`config.mk`:
```
export PLATFORM = sky130hd
export DESIGN_NAME = serial_addsub
export DESIGN_NICKNAME = d
export VERILOG_FILES = /design/src/rtl/serial_pkg.sv /design/src/rtl/serial_carry_reg.sv /design/src/rtl/serial_addsub.sv
export SDC_FILE = /design/constraint.sdc
export NUM_CORES = 1
export LEC_CHECK = 0
export CORE_MARGIN = 3
export CORE_UTILIZATION = 30
export DETAILED_ROUTE_END_ITERATION = 16
export SLEW_MARGIN = 25
export SYNTH_ARGS = -nofsm -noshare
export SYNTH_HDL_FRONTEND = slang
export SYNTH_HIERARCHICAL = 1
export SYNTH_SLANG_ARGS = --single-unit
```
`constraint.sdc`:
```
create_clock -name clk -period 2.34 [get_ports clk]
set_clock_uncertainty 0.05 [all_clocks]
set_input_delay 0.351 -clock clk [delete_from_list [all_inputs] [get_ports clk]]
set_output_delay 0.351 -clock clk [all_outputs]
set_load 0.005 [all_outputs]
```
`src/rtl/serial_pkg.sv`:
```
// Shared definitions for the serial arithmetic units.
// Contents:
//   state_t             - controller state encoding (IDLE, RUN, DONE)
//   MODE_ADD / MODE_SUB - values of the mode input
//   fa_sum / fa_carry   - single-bit full-adder helpers used by the datapath
package serial_pkg;

    typedef enum logic [1:0] {
        ST_IDLE = 2'd0,
        ST_RUN  = 2'd1,
        ST_DONE = 2'd2
    } state_t;

    localparam logic MODE_ADD = 1'b0;
    localparam logic MODE_SUB = 1'b1;

    // Full-adder sum bit
    function automatic logic fa_sum(input logic x, input logic y, input logic c);
        return x ^ y ^ c;
    endfunction

    // Full-adder carry bit (majority of the three inputs)
    function automatic logic fa_carry(input logic x, input logic y, input logic c);
        return (x & y) | (x & c) | (y & c);
    endfunction

endpackage

```
`src/rtl/serial_carry_reg.sv`:
```
// Single-bit carry flop for the bit-serial datapath.
// Ports:
//   clk_i   - rising-edge clock
//   clr_n_i - asynchronous active-low clear
//   load_i  - synchronous load of init_i (has priority over en_i)
//   init_i  - value loaded when load_i is high
//   en_i    - synchronous update with d_i
//   d_i     - next carry value
//   q_o     - registered carry
module serial_carry_reg (
    input  logic clk_i,
    input  logic clr_n_i,
    input  logic load_i,
    input  logic init_i,
    input  logic en_i,
    input  logic d_i,
    output logic q_o
);

    // Carry storage: clear, load, update or hold
    always_ff @(posedge clk_i or negedge clr_n_i) begin
        if (!clr_n_i) begin
            q_o <= 1'b0;
        end else if (load_i) begin
            q_o <= init_i;
        end else if (en_i) begin
            q_o <= d_i;
        end else begin
            q_o <= q_o;
        end
    end

endmodule

```
`src/rtl/serial_addsub.sv`:
```
// Bit-serial WIDTH-bit adder/subtractor with start/done handshake.
// Operands are captured on an accepted start and processed LSB-first, one
// bit per clock. Subtraction is a + ~b + 1 (carry preset to 1).
// Ports:
//   clk   - rising-edge clock
//   clr_n - asynchronous active-low reset
//   start - request an operation (only honoured in IDLE)
//   mode  - 0 = add, 1 = subtract
//   abort - cancel a running operation (RUN only)
//   a, b  - operands, captured on start accept
//   sum   - result, held until the next completed operation or reset
//   cout  - final carry (subtract: 1 = no borrow)
//   ovf   - signed overflow
//   busy  - high in RUN and DONE
//   done  - one-cycle pulse when the result is valid
module serial_addsub
    import serial_pkg::*;
#(
    parameter  int WIDTH = 8,
    localparam int CNT_W = $clog2(WIDTH)
) (
    input  logic             clk,
    input  logic             clr_n,
    input  logic             start,
    input  logic             mode,
    input  logic             abort,
    input  logic [WIDTH-1:0] a,
    input  logic [WIDTH-1:0] b,
    output logic [WIDTH-1:0] sum,
    output logic             cout,
    output logic             ovf,
    output logic             busy,
    output logic             done
);

    state_t             state_q, state_d;
    logic [WIDTH-1:0]   rega_q, rega_d;
    logic [WIDTH-1:0]   regb_q, regb_d;
    logic [CNT_W-1:0]   cnt_q, cnt_d;
    logic [WIDTH-1:0]   sum_q, sum_d;
    logic               cout_q, cout_d;
    logic               ovf_q, ovf_d;
    logic               busy_q, done_q;
    logic               carry_q;
    logic               carry_load_s;
    logic               carry_init_s;
    logic               carry_en_s;
    logic               bit_s;
    logic               carry_nxt_s;

    assign bit_s       = fa_sum(rega_q[0], regb_q[0], carry_q);
    assign carry_nxt_s = fa_carry(rega_q[0], regb_q[0], carry_q);

    serial_carry_reg u_carry (
        .clk_i   (clk),
        .clr_n_i (clr_n),
        .load_i  (carry_load_s),
        .init_i  (carry_init_s),
        .en_i    (carry_en_s),
        .d_i     (carry_nxt_s),
        .q_o     (carry_q)
    );

    // Next-state and datapath control
    always_comb begin
        state_d      = state_q;
        rega_d       = rega_q;
        regb_d       = regb_q;
        cnt_d        = cnt_q;
        sum_d        = sum_q;
        cout_d       = cout_q;
        ovf_d        = ovf_q;
        carry_load_s = 1'b0;
        carry_init_s = (mode == MODE_SUB);
        carry_en_s   = 1'b0;
        case (state_q)
            ST_IDLE: begin
                // start has priority over abort here; abort is meaningless in IDLE
                if (start) begin
                    rega_d       = a;
                    regb_d       = (mode == MODE_ADD) ? b : ~b;
                    cnt_d        = {CNT_W{1'b0}};
                    carry_load_s = 1'b1;
                    state_d      = ST_RUN;
                end else begin
                    state_d = ST_IDLE;
                end
            end
            ST_RUN: begin
                if (abort) begin
                    state_d = ST_IDLE;
                end else begin
                    rega_d     = {bit_s, rega_q[WIDTH-1:1]};
                    regb_d     = {1'b0, regb_q[WIDTH-1:1]};
                    carry_en_s = 1'b1;
                    cnt_d      = cnt_q + CNT_W'(1);
                    if (cnt_q == CNT_W'(WIDTH - 1)) begin
                        // carry_q is the carry into the MSB on this last bit
                        sum_d   = {bit_s, rega_q[WIDTH-1:1]};
                        cout_d  = carry_nxt_s;
                        ovf_d   = carry_q ^ carry_nxt_s;
                        state_d = ST_DONE;
                    end else begin
                        state_d = ST_RUN;
                    end
                end
            end
            ST_DONE: begin
                state_d = ST_IDLE;
            end
            default: begin
                state_d = ST_IDLE;
            end
        endcase
    end

    // State, datapath and output registers
    always_ff @(posedge clk or negedge clr_n) begin
        if (!clr_n) begin
            state_q <= ST_IDLE;
            rega_q  <= {WIDTH{1'b0}};
            regb_q  <= {WIDTH{1'b0}};
            cnt_q   <= {CNT_W{1'b0}};
            sum_q   <= {WIDTH{1'b0}};
            cout_q  <= 1'b0;
            ovf_q   <= 1'b0;
            busy_q  <= 1'b0;
            done_q  <= 1'b0;
        end else begin
            state_q <= state_d;
            rega_q  <= rega_d;
            regb_q  <= regb_d;
            cnt_q   <= cnt_d;
            sum_q   <= sum_d;
            cout_q  <= cout_d;
            ovf_q   <= ovf_d;
            busy_q  <= (state_d != ST_IDLE);
            done_q  <= (state_d == ST_DONE);
        end
    end

    assign sum  = sum_q;
    assign cout = cout_q;
    assign ovf  = ovf_q;
    assign busy = busy_q;
    assign done = done_q;

endmodule

```
==> results.py <==
metrics = {
    "cells_and_area": {
        "area_delta_synth_final_pct": 30.3,
        "n_antenna_cell": 0,
        "drive_gt1_share_pct": 13.7,
        "nets": 191,
        "final_area_sq_um": 2070,
        "fill_cells": 468,
    },
    "floorplanning": {
        "initial_utilization_pct": 32.4,
        "ios": 33,
        "fp.dieW_um": 78.8,
        "dieHeight_um": 78.8,
        "rows": 25,
        "dieArea_sq_um": 6210,
        "core_area_sq_um": 4910,
    },
    "power": {
        "finalPower_mw": 1.99,
        "clockPowerShare_pct": 22.4,
        "switchingPower_mw": 0.602,
        "p_int_mw": 1.39,
        "power_density_nw_per_um2": 959,
        "ir_worst_vdd_mv": 0.314,
        "switching_share_pct": 30.3,
        "power.share.combinational_pct": 30.3,
        "power.leakage_nw": 0.933,
        "p_seq_share_pct": 47.3,
    },
    "clocking": {
        "postCtsHoldBufs": 0,
        "h-tree-depth": 2,
        "clk_latency_ns": 0.29,
        "root_buffer": "clkbuf_8",
        "cts-resized-gates": 0,
        "clkTransAtPathRegs_ns": 0.07,
        "postCtsSetupBuffers": 0,
        "cts_buffers": 5,
        "clockBufferDepth": 2,
        "numClockSinks": 34,
        "cts_tree": "built",
    },
    "setup_path": {
        "r2r_slack_ns": 0.38,
        "rr_worst_depth": 4,
        "cp-end-kind": "flip-flop",
        "worstPathMaxFanout": 21,
        "cp-start-kind": "flip-flop",
        "critical_path_class": "reg2reg",
        "startpoint": "state_q[0]",
        "slowest_delay_ns": 0.69,
        "crit_path_end": "regb_q[2]",
        "cp_slowest_cell": "dfrtp_1",
        "worst_ep_arrival_time_ns": 2.07,
        "cp.required_ns": 2.45,
        "timing.rr.start": "state_q[0]",
        "worstPathCellList": "or3b_1 -> and2_4 -> clkinv_4 -> mux2_1",
        "r2r-end": "regb_q[2]",
    },
    "grt": {
        "grt_pass1_vias": 1206,
        "grt_max_degree": 35,
        "grt_pass1_wl_um": 5660,
        "grt_antenna_before_repair": 0,
        "overflow": 0,
        "track_usage_pct": 12.0,
    },
    "routing": {
        "wirelength_um": 3280,
        "remaining_drc_errors": 0,
        "antenna_left": 0,
        "vias": 1082,
        "viasPerCell": 4.60,
        "drtIter0Drc": 55,
        "wl_per_cell_um": 13.9,
        "drtPass1Iterations": 3,
    },
    "synthesis": {
        "synth_nets": 155,
        "synthCells": 131,
        "seq_area_frac_synth_pct": 53.5,
        "syn_area_sq_um": 1590,
        "yosysTopAreaCell": "dfrtp_1",
        "synth_cell_types": 29,
        "synth_top_area_share_pct": 53.5,
        "synthFlopType": "dfrtp_1",
        "synth_warnings": 6,
        "ys_seq_elements": 34,
        "synth_edf_count": 0,
        "async_reset_ff_share_pct": 100,
        "synth_area_leaders": "dfrtp_1 (53%), mux2_1 (7.1%), mux2i_1 (5.0%)",
        "syn_avg_cell_area_sq_um": 12.1,
        "synthTopCellsByCount": "dfrtp_1 (34), mux2_1 (10), xnor2_1 (9)",
        "yosysMostFrequentCell": "dfrtp_1",
    },
    "sta": {
        "layout_setup_ws_ns": 0.382,
        "timing.slew.headroom_pct": 63.0,
        "period_share_pct": 83.7,
        "fmax_mhz": 511,
        "final_hold_viol_count": 0,
        "finalCriticalPeriod_ns": 1.96,
        "tns_ns": 0,
        "tightest_slew_ns": 0.555,
        "hold_slack_ns": 0.421,
        "finalSetupViolations": 0,
        "slew_viol_final": 0,
        "rsz0062_at_grt": "false",
    },
    "placement": {
        "routabilityCongestion": 0.798,
        "dp_hpwl_um": 2470,
        "numPortBuffers": 32,
        "pre_cts_slack_ns": 0.257,
        "postPlaceCellArea_sq_um": 1980,
    },
    "job": {
        "drv_cap": 0,
    },
    "worst_hold_path": {
        "hold_class": "in2async",
    },
    "outcome": {
        "status": "completed",
    },
}
[routing by layer]
metal	global-route usage [%]	part of all wire (%)	up-vias
met4	7.22	2.9	0
li1	-	-	524
met3	2.83	2.8	7
met2	20.6	53	16
met5	0	0	-
met1	13.3	42	535
[layout make-up]
| type | instances | area [sq um] | share of cell area (%) |
|---|---|---|---|
| clock buffer | 7 | 86.3 | 4.16 |
| clock inverter | 1 | 5.00 | 0.241 |
| inverter | 4 | 20.0 | 0.966 |
| multi-input combinational | 85 | 669 | 32.3 |
| sequential | 34 | 851 | 41.0 |
| tap | 67 | 83.8 | 4.04 |
| timing repair buffer | 37 | 358 | 17.3 |
[power by group through the flow]
stage          clock network (mW)  registers (mW)  logic, mW
2_1_floorplan                   0           0.905      0.406
3_3_place_gp                    0           0.942      0.597
3_5_place_dp                    0           0.956      0.616
4_1_cts                     0.457           0.948      0.618
5_1_grt                     0.486           0.972      0.681
6_report                    0.445           0.942      0.602
[flip-flops by register name, indices dropped and copies added (netlist names), 2 cells and up]
register and count:
regb_q 8, rega_q 8, state_q 2, cnt_q 3, sum 8
[through the flow]
step / utilization, % / cells
after floorplan: - / 131
after global placement: 40.4 / 227
after detailed placement: 40.4 / 227
after CTS: 42.2 / 235
after global routing: 42.2 / 235
final: 42.2 / 235
[critical path: cells and delay by family (launching register included)]
| family | cells | cell delay (ns) |
|---|---|---|
| AND/OR/NAND/NOR | 2 | 0.64 |
| buffers and inverters | 1 | 0.11 |
| flip-flops | 1 | 0.69 |
| multiplexers | 1 | 0.33 |
[placed cells by master (no fill, tap or decap), types with 2 or more instances in the layout]
cell | synthesis | routed
mux2i_1 | 8 | 8
inv_1 | 2 | 2
buf_4 | 0 | 5
a22o_1 | 2 | 2
o21ai_0 | 7 | 7
nand3_1 | 7 | 7
xnor2_1 | 9 | 9
nand2_1 | 8 | 8
or3b_1 | 2 | 2
dfrtp_1 | 34 | 34
mux2_2 | 7 | 7
o21ai_1 | 8 | 8
clkdlybuf4s50_1 | 0 | 32
mux2_1 | 10 | 10
nor2_1 | 3 | 3
a21oi_1 | 3 | 3
ha_1 | 2 | 2
clkbuf_8 | 0 | 6
[cells by family after synthesis]
family          count (synthesis)  share of synthesized area [%]
compound gates                 21                           7.23
simple gates                   26                           9.04
flops                          34                           53.5
buf+inv                        12                           4.48
xor+xnor                        9                           4.95
fa+ha+maj                       3                           2.83
mux                            26                           18.0
[how the worst min path moves through the flow]
stage / end / slack [ns] / depth (start not counted)
3_5_place_dp: sum[7] / 0.42 / 1
2_1_floorplan: busy / 0.005 / 0
6_report: sum[0] / 0.42 / 2
5_1_grt: sum[1] / 0.46 / 2
3_3_place_gp: cnt_q[0] / 0.42 / 1
4_1_cts: sum[0] / 0.43 / 2
No activity file was read; power rests on OpenSTA's default activity.
